$ cat config.mk
export PLATFORM = sky130hd
export DESIGN_NAME = line_fill_sequencer_flat
export DESIGN_NICKNAME = d
export VERILOG_FILES = /design/src/rtl/line_pkg.sv /design/src/rtl/line_fill_sequencer_if.sv /design/src/rtl/line_word_addr.sv /design/src/rtl/line_fill_sequencer.sv /design/src/flat_wrapper.sv
export SDC_FILE = /design/constraint.sdc
export NUM_CORES = 2
export LEC_CHECK = 0
export CORE_AREA = 4 4 450 452
export CTS_BUF_LIST = sky130_fd_sc_hd__clkbuf_4 sky130_fd_sc_hd__clkbuf_8
export CTS_CLUSTER_SIZE = 40
export DETAILED_ROUTE_END_ITERATION = 16
export DIE_AREA = 0 0 454 456
export PLACE_DENSITY = 0.52
export SETUP_SLACK_MARGIN = 0.5
export SLEW_MARGIN = 25
export SYNTH_ARGS = -nofsm -noshare
export SYNTH_HDL_FRONTEND = slang
export SYNTH_SLANG_ARGS = --single-unit
$ cat constraint.sdc
create_clock -name clk -period 6.7 [get_ports clk]
set_clock_uncertainty 0.15 [all_clocks]
set_input_delay 1.34 -clock clk [delete_from_list [all_inputs] [get_ports clk]]
set_output_delay 1.34 -clock clk [all_outputs]
set_load 0.1 [all_outputs]
$ cat src/rtl/line_pkg.sv
// Shared constants, state encoding and address helpers
// for the line-fill path.
package line_pkg;

    localparam int WORDS      = 32;
    localparam int WORD_BYTES = 4;
    localparam int ADDR_W     = 32;
    localparam int DATA_W     = 32;

    localparam int LINE_OFF_W = $clog2(WORDS * WORD_BYTES);
    localparam int IDX_W      = $clog2(WORDS);
    localparam int CNT_W      = IDX_W + 1;
    localparam int WB_SH      = $clog2(WORD_BYTES);

    typedef enum logic [1:0] {
        IDLE,
        FILL,
        DONE
    } state_t;

    // Clear the in-line offset bits of a byte address.
    function automatic logic [ADDR_W-1:0] line_align(
        input logic [ADDR_W-1:0] a
    );
        logic [ADDR_W-1:0] m;
        m = '1;
        m = m << LINE_OFF_W;
        return a & m;
    endfunction

endpackage

$ cat src/rtl/line_fill_sequencer_if.sv
// Word-wide memory port: request handshake plus
// in-order, non-backpressured read responses.
interface line_fill_sequencer_if;
    import line_pkg::*;

    logic              req_valid;
    logic              req_ready;
    logic [ADDR_W-1:0] req_addr;
    logic              rsp_valid;
    logic [DATA_W-1:0] rsp_data;

    modport master (
        output req_valid,
        output req_addr,
        input  req_ready,
        input  rsp_valid,
        input  rsp_data
    );

    modport slave (
        input  req_valid,
        input  req_addr,
        output req_ready,
        output rsp_valid,
        output rsp_data
    );

endinterface

$ cat src/rtl/line_word_addr.sv
// Byte address of word 'index' inside a line,
// wrapping modulo the address width.
module line_word_addr
    import line_pkg::*;
(
    input  logic [ADDR_W-1:0] line_addr,
    input  logic [IDX_W-1:0]  index,
    output logic [ADDR_W-1:0] word_addr
);

    logic [ADDR_W-1:0] offset;

    assign offset    = ADDR_W'(index) << WB_SH;
    assign word_addr = line_addr + offset;

endmodule

$ cat src/rtl/line_fill_sequencer.sv
// Fetches one aligned line word by word and collects
// the in-order responses into a flat line buffer.
module line_fill_sequencer
    import line_pkg::*;
(
    input  logic                    clk,
    input  logic                    rst_n,
    input  logic                    start,
    input  logic [ADDR_W-1:0]       base_addr,
    output logic                    busy,
    output logic                    done,
    output logic                    err,
    line_fill_sequencer_if.master   mem,
    output logic [ADDR_W-1:0]       line_addr,
    output logic [WORDS*DATA_W-1:0] line_data
);

    state_t                        state;
    logic [CNT_W-1:0]              req_cnt;
    logic [CNT_W-1:0]              rsp_cnt;
    logic [CNT_W-1:0]              req_nxt;
    logic [CNT_W-1:0]              rsp_nxt;
    logic                          req_valid_q;
    logic [ADDR_W-1:0]             req_addr_q;
    logic [ADDR_W-1:0]             nxt_addr;
    logic [ADDR_W-1:0]             base_line;
    logic [WORDS-1:0][DATA_W-1:0]  line_q;
    logic                          req_fire;
    logic                          rsp_take;
    logic                          rsp_bad;

    assign req_nxt   = req_cnt + CNT_W'(1);
    assign rsp_nxt   = rsp_cnt + CNT_W'(1);
    assign base_line = line_align(base_addr);
    assign req_fire  = req_valid_q & mem.req_ready;

    // A response with nothing outstanding is an
    // error in any state; the data is dropped.
    assign rsp_bad  = mem.rsp_valid
                    & (rsp_cnt == req_cnt);
    assign rsp_take = mem.rsp_valid
                    & (rsp_cnt < req_cnt)
                    & (state == FILL);

    line_word_addr u_addr (
        .line_addr (line_addr),
        .index     (req_nxt[IDX_W-1:0]),
        .word_addr (nxt_addr)
    );

    assign mem.req_valid = req_valid_q;
    assign mem.req_addr  = req_addr_q;
    assign line_data     = line_q;

    // Fill FSM with registered request/status outputs.
    always_ff @(posedge clk) begin
        if (!rst_n) begin
            state       <= IDLE;
            busy        <= 1'b0;
            done        <= 1'b0;
            err         <= 1'b0;
            req_valid_q <= 1'b0;
            req_addr_q  <= '0;
            line_addr   <= '0;
            line_q      <= '0;
            req_cnt     <= '0;
            rsp_cnt     <= '0;
        end else begin
            done <= 1'b0;
            if (rsp_bad) begin
                err <= 1'b1;
            end
            unique case (state)
                IDLE: begin
                    if (start) begin
                        line_addr   <= base_line;
                        req_addr_q  <= base_line;
                        req_valid_q <= 1'b1;
                        busy        <= 1'b1;
                        req_cnt     <= '0;
                        rsp_cnt     <= '0;
                        err         <= 1'b0;
                        state       <= FILL;
                    end
                end
                FILL: begin
                    // Address advances only on accept, so
                    // it is stable across stalls and never
                    // steps past the last word of the line.
                    if (req_fire) begin
                        req_cnt <= req_nxt;
                        if (req_nxt == CNT_W'(WORDS)) begin
                            req_valid_q <= 1'b0;
                        end else begin
                            req_addr_q <= nxt_addr;
                        end
                    end
                    if (rsp_take) begin
                        line_q[rsp_cnt[IDX_W-1:0]] <=
                            mem.rsp_data;
                        rsp_cnt <= rsp_nxt;
                        if (rsp_nxt == CNT_W'(WORDS)) begin
                            done  <= 1'b1;
                            state <= DONE;
                        end
                    end
                end
                DONE: begin
                    busy  <= 1'b0;
                    state <= IDLE;
                end
                default: begin
                    state <= IDLE;
                end
            endcase
        end
    end

endmodule

$ cat src/flat_wrapper.sv
// flat-port wrapper written by rule: the top's interface ports become plain ports
module line_fill_sequencer_flat import line_pkg::*;
  (clk, rst_n, start, base_addr, busy, done, err, line_addr, line_data, mem_req_valid, mem_req_addr, mem_req_ready, mem_rsp_valid, mem_rsp_data);
  line_fill_sequencer_if mem_i ();
  input  logic clk;
  input  logic rst_n;
  input  logic start;
  input  logic [ADDR_W-1:0] base_addr;
  output logic busy;
  output logic done;
  output logic err;
  output logic [ADDR_W-1:0] line_addr;
  output logic [WORDS*DATA_W-1:0] line_data;
  output wire logic [$bits(mem_i.req_valid)-1:0] mem_req_valid;
  output wire logic [$bits(mem_i.req_addr)-1:0] mem_req_addr;
  input wire logic [$bits(mem_i.req_ready)-1:0] mem_req_ready;
  input wire logic [$bits(mem_i.rsp_valid)-1:0] mem_rsp_valid;
  input wire logic [$bits(mem_i.rsp_data)-1:0] mem_rsp_data;
  assign mem_req_valid = mem_i.req_valid;
  assign mem_req_addr = mem_i.req_addr;
  assign mem_i.req_ready = mem_req_ready;
  assign mem_i.rsp_valid = mem_rsp_valid;
  assign mem_i.rsp_data = mem_rsp_data;
  line_fill_sequencer u_core (.clk(clk), .rst_n(rst_n), .start(start), .base_addr(base_addr), .busy(busy), .done(done), .err(err), .mem(mem_i), .line_addr(line_addr), .line_data(line_data));
endmodule
==> flow_metrics.py <==
metrics = {
    "run_status": {
        "status": "finished, final reports clean",
    },
    "critical_path": {
        "regToRegStartpoint": "u_core.req_cnt[1]$_SDFFE_PN0P_",
        "cp.required_ps": 5210,
        "critPathSlowestCell": "clkdlybuf4s50_1",
        "path_buf_inv": 1,
        "path_cells": "clkdlybuf4s50_1",
        "critPathArrivalTime_ps": 2570,
        "critPathKind": "flip-flop to primary output",
        "r2r-end": "u_core.line_data[778]$_SDFFE_PN0P_",
        "worstPathMaxFanout": 2,
        "rrSetupSlack_ps": 2670,
        "cpPeakStageDelay_ps": 1220,
        "critPathCaptureType": "primary output",
        "cp_top_family": "buffers and inverters",
        "reg2reg_depth": 7,
        "critPathLaunchType": "flip-flop",
    },
    "pwr": {
        "worst_ir_drop_vdd_mv": 0.1577,
        "p_leak_nw": 26.53,
        "powerDensity_nw_per_um2": 242.3,
    },
    "timing": {
        "rsz0062_at_grt": "false",
        "setup_viol_count_final": 0,
        "fmax_mhz": 246.5,
        "slew_headroom": 0.2036,
        "hold_viol": 0,
        "tns_ps": 0,
        "period_share": 0.6056,
        "tightest_slew_ps": 1195,
        "fin_crit_ps": 4057,
        "slew_violations": 0,
    },
    "route": {
        "finalWirelength_um": 191900,
        "drt-met1-wl_um": 73800,
        "wl_met3_um": 14420,
        "ant_nets": 0,
        "drc": 0,
        "highest_layer": "met4",
        "wl_per_cell_um": 24.57,
        "viasPerCell": 4.240,
        "drt_iter0_drc": 2259,
        "dr_wl_met2_um": 95390,
        "dr.pass1.iters": 5,
        "num_vias": 33115,
    },
    "grt": {
        "gr-total-overflow": 0,
        "grt_pass1_wl_um": 260000,
        "grt_start_max_net_pins": 210,
        "grt_pass1_vias": 32892,
        "antenna_found_initial": 22,
        "grt_usage": 0.1772,
    },
    "floorplan": {
        "fp.dieArea_um2": 207000,
        "num_rows": 164,
        "initial_core_util": 0.2041,
        "dieWidth_um": 454,
        "io_pins": 1161,
        "die_y_um": 456,
        "core_area_um2": 198800,
    },
    "synthesis": {
        "synthTopCellsByArea": "dfxtp_1 (54%), mux2i_1 (24%), nand2_1 (10%), clkbuf_1 (2.3%), buf_4 (1.6%)",
        "synth_edf_count": 0,
        "ys_seq_area_frac": 0.5411,
        "ys_warn_count": 0,
        "syn_inst": 3960,
        "synth-seq-cells": 1097,
        "synth.distinct_cells": 61,
        "synth_area_per_cell_um2": 10.25,
        "synth.most_common_cell": "nand2_1",
        "synth_commonest_cells": "nand2_1 (1113), dfxtp_1 (1097), mux2i_1 (992)",
        "ys.flop_type": "dfxtp_1",
        "yosysTopAreaCell": "dfxtp_1",
        "async_reset_ff_frac": 0,
        "synth_top_area_frac": 0.5411,
        "syn_area_um2": 40590,
    },
    "cells_and_area": {
        "layout.nets": 5066,
        "fin_cells": 7811,
        "syn2layout_area_growth_pct": 44.61,
        "layout-drive-gt1-share": 0.09916,
    },
    "worst_hold_path": {
        "worstHoldStart": "u_core.line_data[859]$_SDFFE_PN0P_",
        "hold_path.class": "flip-flop to flip-flop",
        "hold_path_end": "u_core.line_data[859]$_SDFFE_PN0P_",
        "hold_depth": 2,
    },
    "clock_network": {
        "post_cts_buffers": 0,
        "clkSlewWorstSetupHoldPaths_ps": 60,
        "tritoncts": "done",
        "clock_latency_ps": 900,
        "numClockSinks": 1097,
        "ctsHtreeMaxLevel": 4,
        "clock_path_buffers": 3,
        "cts-hold-fix-buffers": 0,
        "cts_root_buffer": "clkbuf_8",
        "cts_inserted_buffers": 195,
        "cts-resized-gates": 0,
    },
    "placement": {
        "port_buffers": 1144,
        "hpwl_um": 119600,
        "place_congestion": 0.7836,
        "place_inst": 7445,
    },
    "flow_run": {
        "cap_violations": 0,
    },
}
-- stage by stage --
stage                       util  setup slack [ps]  area [um^2]  total power [W]  hold WS, ps
after CTS                 0.2950              2515        58660          0.01442        307.0
after detailed placement  0.2731              2102        54300         0.007442        296.3
after global placement    0.2733              1864        54340         0.007441        293.8
after floorplan                -              3840        40620         0.007099        329.4
after global routing      0.2951              2376        58680          0.01471        319.5
final                     0.2952              2643        58690          0.01422        305.2
-- flip-flops by register name, indices dropped and copies added (netlist names) --
| signal | count |
|---|---|
| u_core.line_data | 1024 |
| u_core.line_addr | 25 |
| u_core.busy | 1 |
| u_core.state | 2 |
| u_core.req_cnt | 6 |
| u_core.mem.req_addr | 30 |
| u_core.done | 1 |
| u_core.rsp_cnt | 6 |
| u_core.err | 1 |
| u_core.mem.req_valid | 1 |
-- how the worst max path moves through the flow --
| stage | from | end | slack, ps | cells past startpoint |
|---|---|---|---|---|
| after floorplan | mem_rsp_valid | u_core.line_data[417]$_SDFFE_PN0P_ | 3840 | 6 |
| after global placement | mem_rsp_valid | u_core.line_data[440]$_SDFFE_PN0P_ | 1860 | 6 |
| after detailed placement | mem_rsp_valid | u_core.line_data[610]$_SDFFE_PN0P_ | 2100 | 5 |
| after CTS | u_core.line_data[955]$_SDFFE_PN0P_ | line_data[955] | 2520 | 1 |
| after global routing | u_core.req_cnt[1]$_SDFFE_PN0P_ | u_core.line_data[796]$_SDFFE_PN0P_ | 2380 | 7 |
| final | u_core.line_data[360]$_SDFFE_PN0P_ | line_data[360] | 2640 | 1 |
-- layout make-up --
| type | count | area (um^2) |
|---|---|---|
| diodes | 12 | 30.03 |
| clock buffers | 319 | 3996 |
| clock inverters | 35 | 365.4 |
| fillers | 20839 | 140100 |
| inverters | 9 | 35.03 |
| multi-input cells | 2475 | 17070 |
| flip-flops and latches | 1097 | 21960 |
| well taps | 2656 | 3323 |
| repair buffers | 1208 | 11920 |
-- metal layers --
layer,vias to the layer above,GRT usage
met4,0,0.08130
met2,1192,0.3084
met1,16255,0.1964
li1,15371,-
met3,297,0.05475
met5,-,0
-- report_power, final --
group / leakage (nW) / total [W] / switching (W) / internal, W
combinational: 15.4 / 0.000729 / 0.000613 / 0.000116
clock: 2.30 / 0.00693 / 0.00303 / 0.00390
sequential: 8.84 / 0.00656 / 0.0000174 / 0.00655
total: 26.5 / 0.0142 / 0.00366 / 0.0106
-- cell usage in the layout (no fill, tap or decap), types with 29 or more instances in the layout --
cell type        Yosys  final
a21oi_1             69     69
o31ai_1             34     34
clkdlybuf4s50_1      0   1123
clkbuf_4             0     63
o211ai_1            29     29
nand4_1             47     47
dfxtp_1           1097   1097
clkbuf_8             0    256
buf_4               89     69
nand2_1           1113   1081
nand3_1             33     33
mux2i_1            992    992
-- cell families (layout without fill, tap and decap cells) --
| group | Yosys count | after routing | synth area share |
|---|---|---|---|
| DFF | 1097 | 1097 | 0.5411 |
| muxes | 992 | 992 | 0.2447 |
| adders and majority gates | 11 | 11 | 0.003391 |
| buffers and inverters | 396 | 1571 | 0.04711 |
| and+or+nand+nor | 1268 | 1268 | 0.1311 |
| other | 1 | 21 | 0.00009240 |
| xor gates and xnor gates | 3 | 3 | 0.0006475 |
| AOI/OAI and AO/OA | 192 | 192 | 0.03188 |
No activity file was read; power rests on OpenSTA's default activity.
